## config.mk

```make
export PLATFORM = sky130hd
export DESIGN_NAME = pe_arr_acc
export DESIGN_NICKNAME = d
export VERILOG_FILES = /design/src/rtl/pe_arr_acc.sv
export SDC_FILE = /design/constraint.sdc
export NUM_CORES = 2
export LEC_CHECK = 0
export ABC_AREA = 1
export ABC_CLOCK_PERIOD_IN_PS = 7100
export CAP_MARGIN = 20
export CORE_MARGIN = 3
export CORE_UTILIZATION = 40
export DETAILED_ROUTE_END_ITERATION = 8
export PLACE_DENSITY_LB_ADDON = 0.15
export SYNTH_ARGS = -nofsm -noshare
export SYNTH_HDL_FRONTEND = slang
export SYNTH_SLANG_ARGS = --single-unit
```

## constraint.sdc

```tcl
create_clock -name clk -period 7.1 [get_ports clk]
set_input_delay 0.71 -clock clk [delete_from_list [all_inputs] [get_ports clk]]
set_output_delay 0.71 -clock clk [all_outputs]
set_load 0.02 [all_outputs]
```

## src/rtl/pe_arr_acc.sv

```systemverilog
// PE array with registered multiply, pipelined adder tree and per-window channel accumulation.
// Bias is added once per window, followed by optional ReLU and saturation to OUTPUT_WIDTH.
module pe_arr_acc #(
  parameter int INPUT_IFM_WIDTH  = 8,
  parameter int INPUT_WGT_WIDTH  = 8,
  parameter int INPUT_BIAS_WIDTH = 8,
  parameter int PAR_WIDTH        = 16,
  parameter int ACC_WIDTH        = 28,
  parameter int OUTPUT_WIDTH     = 20,
  parameter int PE_ARR_SIZE      = 9,
  parameter int MAX_CH           = 64
) (
  input  logic                                     clk,
  input  logic                                     rst,
  input  logic [$clog2(MAX_CH+1)-1:0]              cfg_num_ch,
  input  logic                                     cfg_relu,
  input  logic [INPUT_BIAS_WIDTH-1:0]              bias_input,
  input  logic                                     in_valid,
  output logic                                     in_ready,
  input  logic [PE_ARR_SIZE*INPUT_IFM_WIDTH-1:0]   ifm_input,
  input  logic [PE_ARR_SIZE*INPUT_WGT_WIDTH-1:0]   wgt_input,
  output logic                                     out_valid,
  input  logic                                     out_ready,
  output logic [OUTPUT_WIDTH-1:0]                  ofm_output
);

  localparam int CNT_W    = $clog2(MAX_CH + 1);
  localparam int TREE_LAT = $clog2(PE_ARR_SIZE);
  localparam int PROD_W   = INPUT_IFM_WIDTH + INPUT_WGT_WIDTH;
  localparam int SUM_W    = PAR_WIDTH + TREE_LAT;
  localparam int HALF     = (PE_ARR_SIZE + 1) / 2;

  localparam logic signed [ACC_WIDTH-1:0] OUT_MAX =
    ACC_WIDTH'((64'sd1 <<< (OUTPUT_WIDTH - 1)) - 64'sd1);
  localparam logic signed [ACC_WIDTH-1:0] OUT_MIN = ~OUT_MAX;

  typedef enum logic [1:0] {IDLE, ACCUM, DRAIN, OUT} state_e;

  // Number of live nodes at a given tree level (level 0 = products).
  function automatic int level_count(input int lvl);
    int n;
    n = PE_ARR_SIZE;
    for (int k = 0; k < lvl; k++) n = (n + 1) / 2;
    return n;
  endfunction

  state_e                       state_q, state_d;
  logic [CNT_W-1:0]             beat_cnt_q, sum_cnt_q, num_ch_q, cfg_n_eff;
  logic                         relu_q;
  logic signed [INPUT_BIAS_WIDTH-1:0] bias_q;
  logic                         accept, drain_done;

  logic signed [INPUT_IFM_WIDTH-1:0] ifm_q [PE_ARR_SIZE];
  logic signed [INPUT_WGT_WIDTH-1:0] wgt_q [PE_ARR_SIZE];
  logic                              beat_vld_q;
  logic signed [PAR_WIDTH-1:0]       prod_w [PE_ARR_SIZE];
  logic                              prod_vld_q;
  logic [TREE_LAT:1]                 tree_vld_q;
  // Spare slot at index PE_ARR_SIZE keeps the 2j+1 pair index in range for odd sizes.
  logic signed [SUM_W-1:0]           node_q [TREE_LAT+1][PE_ARR_SIZE+1];

  logic signed [ACC_WIDTH-1:0]  acc_q, acc_clip;
  logic [OUTPUT_WIDTH-1:0]      ofm_q, ofm_d;

  assign in_ready   = !rst && (state_q == IDLE || state_q == ACCUM);
  assign accept     = in_valid && in_ready;
  assign cfg_n_eff  = (cfg_num_ch == '0) ? CNT_W'(1) : cfg_num_ch;
  assign drain_done = (sum_cnt_q == num_ch_q);
  assign out_valid  = (state_q == OUT);
  assign ofm_output = ofm_q;

  always_comb begin
    // NOTE: default assigned first so every path drives state_d and no latch is inferred.
    state_d = state_q;
    unique case (state_q)
      IDLE:    if (accept) state_d = (cfg_n_eff == CNT_W'(1)) ? DRAIN : ACCUM;
      ACCUM:   if (accept && (beat_cnt_q + CNT_W'(1) == num_ch_q)) state_d = DRAIN;
      DRAIN:   if (drain_done) state_d = OUT;
      OUT:     if (out_ready) state_d = IDLE;
      default: state_d = IDLE;
    endcase
  end

  // NOTE: sequential state uses non-blocking assignments so every register samples pre-edge values.
  always_ff @(posedge clk) begin
    if (rst) begin
      state_q    <= IDLE;
      beat_cnt_q <= '0;
      num_ch_q   <= '0;
      relu_q     <= 1'b0;
      bias_q     <= '0;
    end else begin
      state_q <= state_d;
      if (accept) begin
        if (state_q == IDLE) begin
          beat_cnt_q <= CNT_W'(1);
          num_ch_q   <= cfg_n_eff;
          relu_q     <= cfg_relu;
          bias_q     <= bias_input;
        end else begin
          beat_cnt_q <= beat_cnt_q + CNT_W'(1);
        end
      end
    end
  end

  always_ff @(posedge clk) begin
    if (rst) begin
      beat_vld_q <= 1'b0;
      for (int i = 0; i < PE_ARR_SIZE; i++) begin
        ifm_q[i] <= '0;
        wgt_q[i] <= '0;
      end
    end else begin
      beat_vld_q <= accept;
      if (accept) begin
        for (int i = 0; i < PE_ARR_SIZE; i++) begin
          ifm_q[i] <= ifm_input[i*INPUT_IFM_WIDTH +: INPUT_IFM_WIDTH];
          wgt_q[i] <= wgt_input[i*INPUT_WGT_WIDTH +: INPUT_WGT_WIDTH];
        end
      end
    end
  end

  always_comb begin
    for (int i = 0; i < PE_ARR_SIZE; i++) begin
      prod_w[i] = PAR_WIDTH'(PROD_W'(ifm_q[i]) * PROD_W'(wgt_q[i]));
    end
  end

  always_ff @(posedge clk) begin
    if (rst) begin
      prod_vld_q <= 1'b0;
      tree_vld_q <= '0;
      // NOTE: the node array is cleared on reset so an aborted window leaves no partial sums behind.
      for (int l = 0; l <= TREE_LAT; l++) begin
        for (int j = 0; j <= PE_ARR_SIZE; j++) node_q[l][j] <= '0;
      end
    end else begin
      prod_vld_q    <= beat_vld_q;
      tree_vld_q[1] <= prod_vld_q;
      for (int l = 2; l <= TREE_LAT; l++) tree_vld_q[l] <= tree_vld_q[l-1];
      for (int j = 0; j < PE_ARR_SIZE; j++) node_q[0][j] <= SUM_W'(prod_w[j]);
      node_q[0][PE_ARR_SIZE] <= '0;
      for (int l = 1; l <= TREE_LAT; l++) begin
        for (int j = 0; j < HALF; j++) begin
          if (2*j + 1 < level_count(l-1))
            node_q[l][j] <= node_q[l-1][2*j] + node_q[l-1][2*j+1];
          else if (2*j < level_count(l-1))
            node_q[l][j] <= node_q[l-1][2*j];
          else
            node_q[l][j] <= '0;
        end
      end
    end
  end

  always_ff @(posedge clk) begin
    if (rst) begin
      acc_q     <= '0;
      sum_cnt_q <= '0;
    end else if (tree_vld_q[TREE_LAT]) begin
      if (sum_cnt_q == '0)
        acc_q <= ACC_WIDTH'(bias_q) + ACC_WIDTH'(node_q[TREE_LAT][0]);
      else
        acc_q <= acc_q + ACC_WIDTH'(node_q[TREE_LAT][0]);
      sum_cnt_q <= sum_cnt_q + CNT_W'(1);
    end else if (state_q == OUT && out_ready) begin
      sum_cnt_q <= '0;
    end
  end

  always_comb begin
    acc_clip = (relu_q && acc_q[ACC_WIDTH-1]) ? '0 : acc_q;
    if (acc_clip > OUT_MAX)      ofm_d = OUT_MAX[OUTPUT_WIDTH-1:0];
    else if (acc_clip < OUT_MIN) ofm_d = OUT_MIN[OUTPUT_WIDTH-1:0];
    else                         ofm_d = acc_clip[OUTPUT_WIDTH-1:0];
  end

  always_ff @(posedge clk) begin
    if (rst)                            ofm_q <= '0;
    else if (state_q == DRAIN && drain_done) ofm_q <= ofm_d;
  end

endmodule

```

==> impl_metrics.env <==
export IMPL_dr_pass1_iters=6
export IMPL_first_global_vias=41600
export IMPL_placement_setup_worst_slack_ns=2.67
export IMPL_post_synth_inst_count=6977
export IMPL_fill_cells=13000
export IMPL_post_route_ant_nets=0
export IMPL_numPortBuffers=185
export IMPL_tritoncts_clock_tree="built"
export IMPL_synth_yosys_warnings=0
export IMPL_p_seq_share_pct=25.5
export IMPL_r2r_slack_ns=2.65
export IMPL_yosys_cell_types_count=52
export IMPL_avgSynthCellArea_um2=7.46
export IMPL_clockPowerShare_pct=20.9
export IMPL_cts_buffer_depth=3
export IMPL_tightest_slew_ns=0.864
export IMPL_endpoint_arrival_time_on_the_critical_path_ns=5.04
export IMPL_design_power_total_mw=19.6
export IMPL_post_route_util_pct=45.2
export IMPL_layout_commonest_cell="sky130_fd_sc_hd__inv_1"
export IMPL_route_detailed_drc=0
export IMPL_rows=131
export IMPL_diodes=0
export IMPL_floorplan_initialDensity_pct=40.6
export IMPL_power_density_mw_per_mm2=338
export IMPL_ordered_cell_list_for_the_critical_path="nand2_1, inv_1, fa_1, inv_1, fa_1, inv_1, fa_1, inv_1, fa_1, inv_1, ha_1, nand2_1, inv_1, nand3_1, nor3_1, nor2_1, nand3_1, nand2_1, nor2_1"
export IMPL_areaGrowthSynthToFinish_pct=11.4
export IMPL_r2r_end="node_q[0][139]"
export IMPL_die_width_um=367
export IMPL_cts_hold_buffers_added=0
export IMPL_total_switching_power_mw=8.92
export IMPL_rr_worst_depth=19
export IMPL_met3_wirelength_mm=5.33
export IMPL_layout_area_seq_mm2=0.0131
export IMPL_synth_sequential_area_ratio_pct=25.2
export IMPL_grt_start_max_net_pins=172
export IMPL_fin_crit_sh_pct=62.6
export IMPL_multiInputGateArea_mm2=0.0313
export IMPL_largest_fanout_on_the_critical_path=8
export IMPL_cts_root_buffer_cell="sky130_fd_sc_hd__clkbuf_16"
export IMPL_worstSetupPathType="reg -> reg"
export IMPL_grt_setup_unrepaired="false"
export IMPL_cell_types_with_the_largest_area_share_after_synthesis="sky130_fd_sc_hd__fa_1, sky130_fd_sc_hd__dfxtp_1, sky130_fd_sc_hd__inv_1, sky130_fd_sc_hd__ha_1, sky130_fd_sc_hd__nand2_1"
export IMPL_hp_start="tree_vld_q[3]"
export IMPL_routed_wl_mm=127
export IMPL_setup_fix_buffers_added_after_clock_tree_synthesis=0
export IMPL_total_leakage_power_nw=31.6
export IMPL_p_comb_share_pct=53.6
export IMPL_instances_no_fill=8818
export IMPL_max_cap_viol_count=0
export IMPL_avgViaCountPerCell=4.69
export IMPL_timing_final_max_slew_violations=0
export IMPL_timing_critical_path_slowest_stage_cell="sky130_fd_sc_hd__fa_1"
export IMPL_maxUsedRoutingLayer="met4"
export IMPL_place_gp_congestion=0.906
export IMPL_finalClockSkew_ns=0.0345
export IMPL_yosysTopAreaCell="sky130_fd_sc_hd__fa_1"
export IMPL_detailed_placement_hpwl_mm=102
export IMPL_fin_worst_hold_slack_ns=0.401
export IMPL_worst_path_largest_cell_delay_ns=0.60
export IMPL_slew_limit_headroom_pct=42.4
export IMPL_setup_viol=0
export IMPL_drt_met1_wl_mm=61.6
export IMPL_layout_setup_ws_ns=2.65
export IMPL_timing_critical_path_required_ns=7.69
export IMPL_core_region_area_mm2=0.128
export IMPL_start_kind="register"
export IMPL_globalRoute_totalOverflow=0
export IMPL_final_layout_size_suffix_gt1_share_pct=2.75
export IMPL_min_period_ns=4.45
export IMPL_dpl_cell_area_mm2=0.0553
export IMPL_routed_wirelength_normalized_by_instance_count_um=14.4
export IMPL_dr_total_vias=41300
export IMPL_tns_ns=0
export IMPL_clkSlewWorstSetupHoldPaths_ns=0.06
export IMPL_power_share_switching_pct=45.5
export IMPL_cpMostUsedCell="sky130_fd_sc_hd__inv_1"
export IMPL_grt_antenna_before_repair=0
export IMPL_holdPathEnd="tree_vld_q[4]"
export IMPL_grt_pass1_wl_mm=212
export IMPL_min_delay_path_depth=2
export IMPL_worst_r2r_startpoint="wgt_q[0][18]"
export IMPL_clock_fmax_mhz=225
export IMPL_chipHeight_um=367
export IMPL_grtUsageTotal_pct=19.2
export IMPL_final_net_count=8153
export IMPL_report_final_hold_viol_count=0
export IMPL_cts_htree_levels=3
export IMPL_cp_end_kind="register"
export IMPL_min_delay_path_class="reg -> reg"
export IMPL_irDropWorstVdd_mv=0.222
export IMPL_initialDrtViolationCount=2511
export IMPL_worst_skew_pair_late_latency_ns=0.67
export IMPL_post_cts_resized=0
export IMPL_dp_cells=8681
export IMPL_syn_num_nets=8101
export IMPL_cts_sinks=582
export IMPL_met2_wirelength_mm=57.3
export IMPL_internal_dissipation_mw=10.7
export IMPL_cts_buffers=75
export IMPL_finish_instance_area_mm2=0.0580
export IMPL_outcome="finished clean"
export IMPL_io_pins=186
export IMPL_synth_top_area_share_pct=19.4
export IMPL_final_cell_mix="sky130_fd_sc_hd__inv_1, sky130_fd_sc_hd__nand2_1, sky130_fd_sc_hd__nor2_1"
export IMPL_ys_ff_latch=582
export IMPL_synth_cell_area_mm2=0.0520
export IMPL_fp_dieArea_mm2=0.134
==> area by class of cell <==
| cell class | instances | share of cell area (%) |
|---|---|---|
| Multi-Input combinational cell | 4364 | 54.0 |
| Inverter | 1812 | 11.8 |
| Timing Repair Buffer | 194 | 3.36 |
| Clock inverter | 37 | 0.777 |
| Sequential cell | 582 | 22.6 |
| Tap cell | 1729 | 3.73 |
| Clock buffer | 100 | 3.83 |
==> cells in the mapped netlist, drive strengths merged <==
library cell,instances
a211oi,6
a21boi,9
a21o,27
a21oi,490
a22oi,3
a31oi,14
and2,8
and3,17
buf,44
clkbuf,175
dfxtp,438
edfxtp,144
fa,505
ha,455
inv,1812
nand2,1343
nand3,245
nand3b,15
nand4,46
nor2,651
nor3,51
nor4,10
o2111ai,4
o211ai,13
o21a,37
o21ai,284
o21bai,38
o221ai,2
o22ai,1
o31ai,2
or2,16
xnor2,44
xor2,28
==> power by group through the flow <==
stage	clock, mW	combinational, mW	sequential [mW]
2_1_floorplan	0	8.34	4.56
3_3_place_gp	0	10.5	5.08
3_5_place_dp	0	10.5	5.07
4_1_cts	4.22	10.6	5.01
5_1_grt	4.35	12.4	5.09
6_report	4.09	10.5	5.01
==> flip-flops by register name, indices dropped and copies added, names as in the netlist <==
signal,flops
beat_vld_q,1
state_q,2
ifm_q,72
prod_vld_q,1
beat_cnt_q,7
node_q,352
wgt_q,72
acc_q,28
sum_cnt_q,7
num_ch_q,7
bias_q,8
relu_q,1
tree_vld_q,4
ofm_output,20
==> layer usage <==
layer,global-route usage [%],vias up
met1,26.8,19300
met3,2.42,127
met5,0,-
li1,-,21200
met2,31.6,690
met4,4.75,0
==> logic make-up after synthesis <==
kind of cell / share of synthesized area, %
adder cells (fa/ha/maj): 30.4
buffers and inverters: 14.8
AO/OA/AOI/OAI: 9.74
flip-flops: 25.2
XOR/XNOR: 1.21
AND/OR/NAND/NOR: 18.8
==> how the worst max path moves through the flow <==
| stage | from | end | slack, ns | cells after the start |
|---|---|---|---|---|
| detailed placement | wgt_q[0][18] | node_q[0][139] | 2.67 | 19 |
| floorplan | in_valid | ifm_q[0][0] | 2.39 | 4 |
| global route | wgt_q[0][34] | node_q[0][99] | 2.30 | 16 |
| finish | wgt_q[0][18] | node_q[0][139] | 2.65 | 19 |
| CTS | wgt_q[0][26] | node_q[0][119] | 2.63 | 16 |
| global placement | ifm_q[0][23] | node_q[0][139] | 2.72 | 19 |
==> critical path, delay by kind of cell (launching register included) <==
family                   cells  cell delay [ns]
flip-flops                   1             0.51
buffers and inverters        6             0.46
AND/OR/NAND/NOR              8             0.85
adder cells (fa/ha/maj)      5             2.55
(Power assumes the default switching activity.)
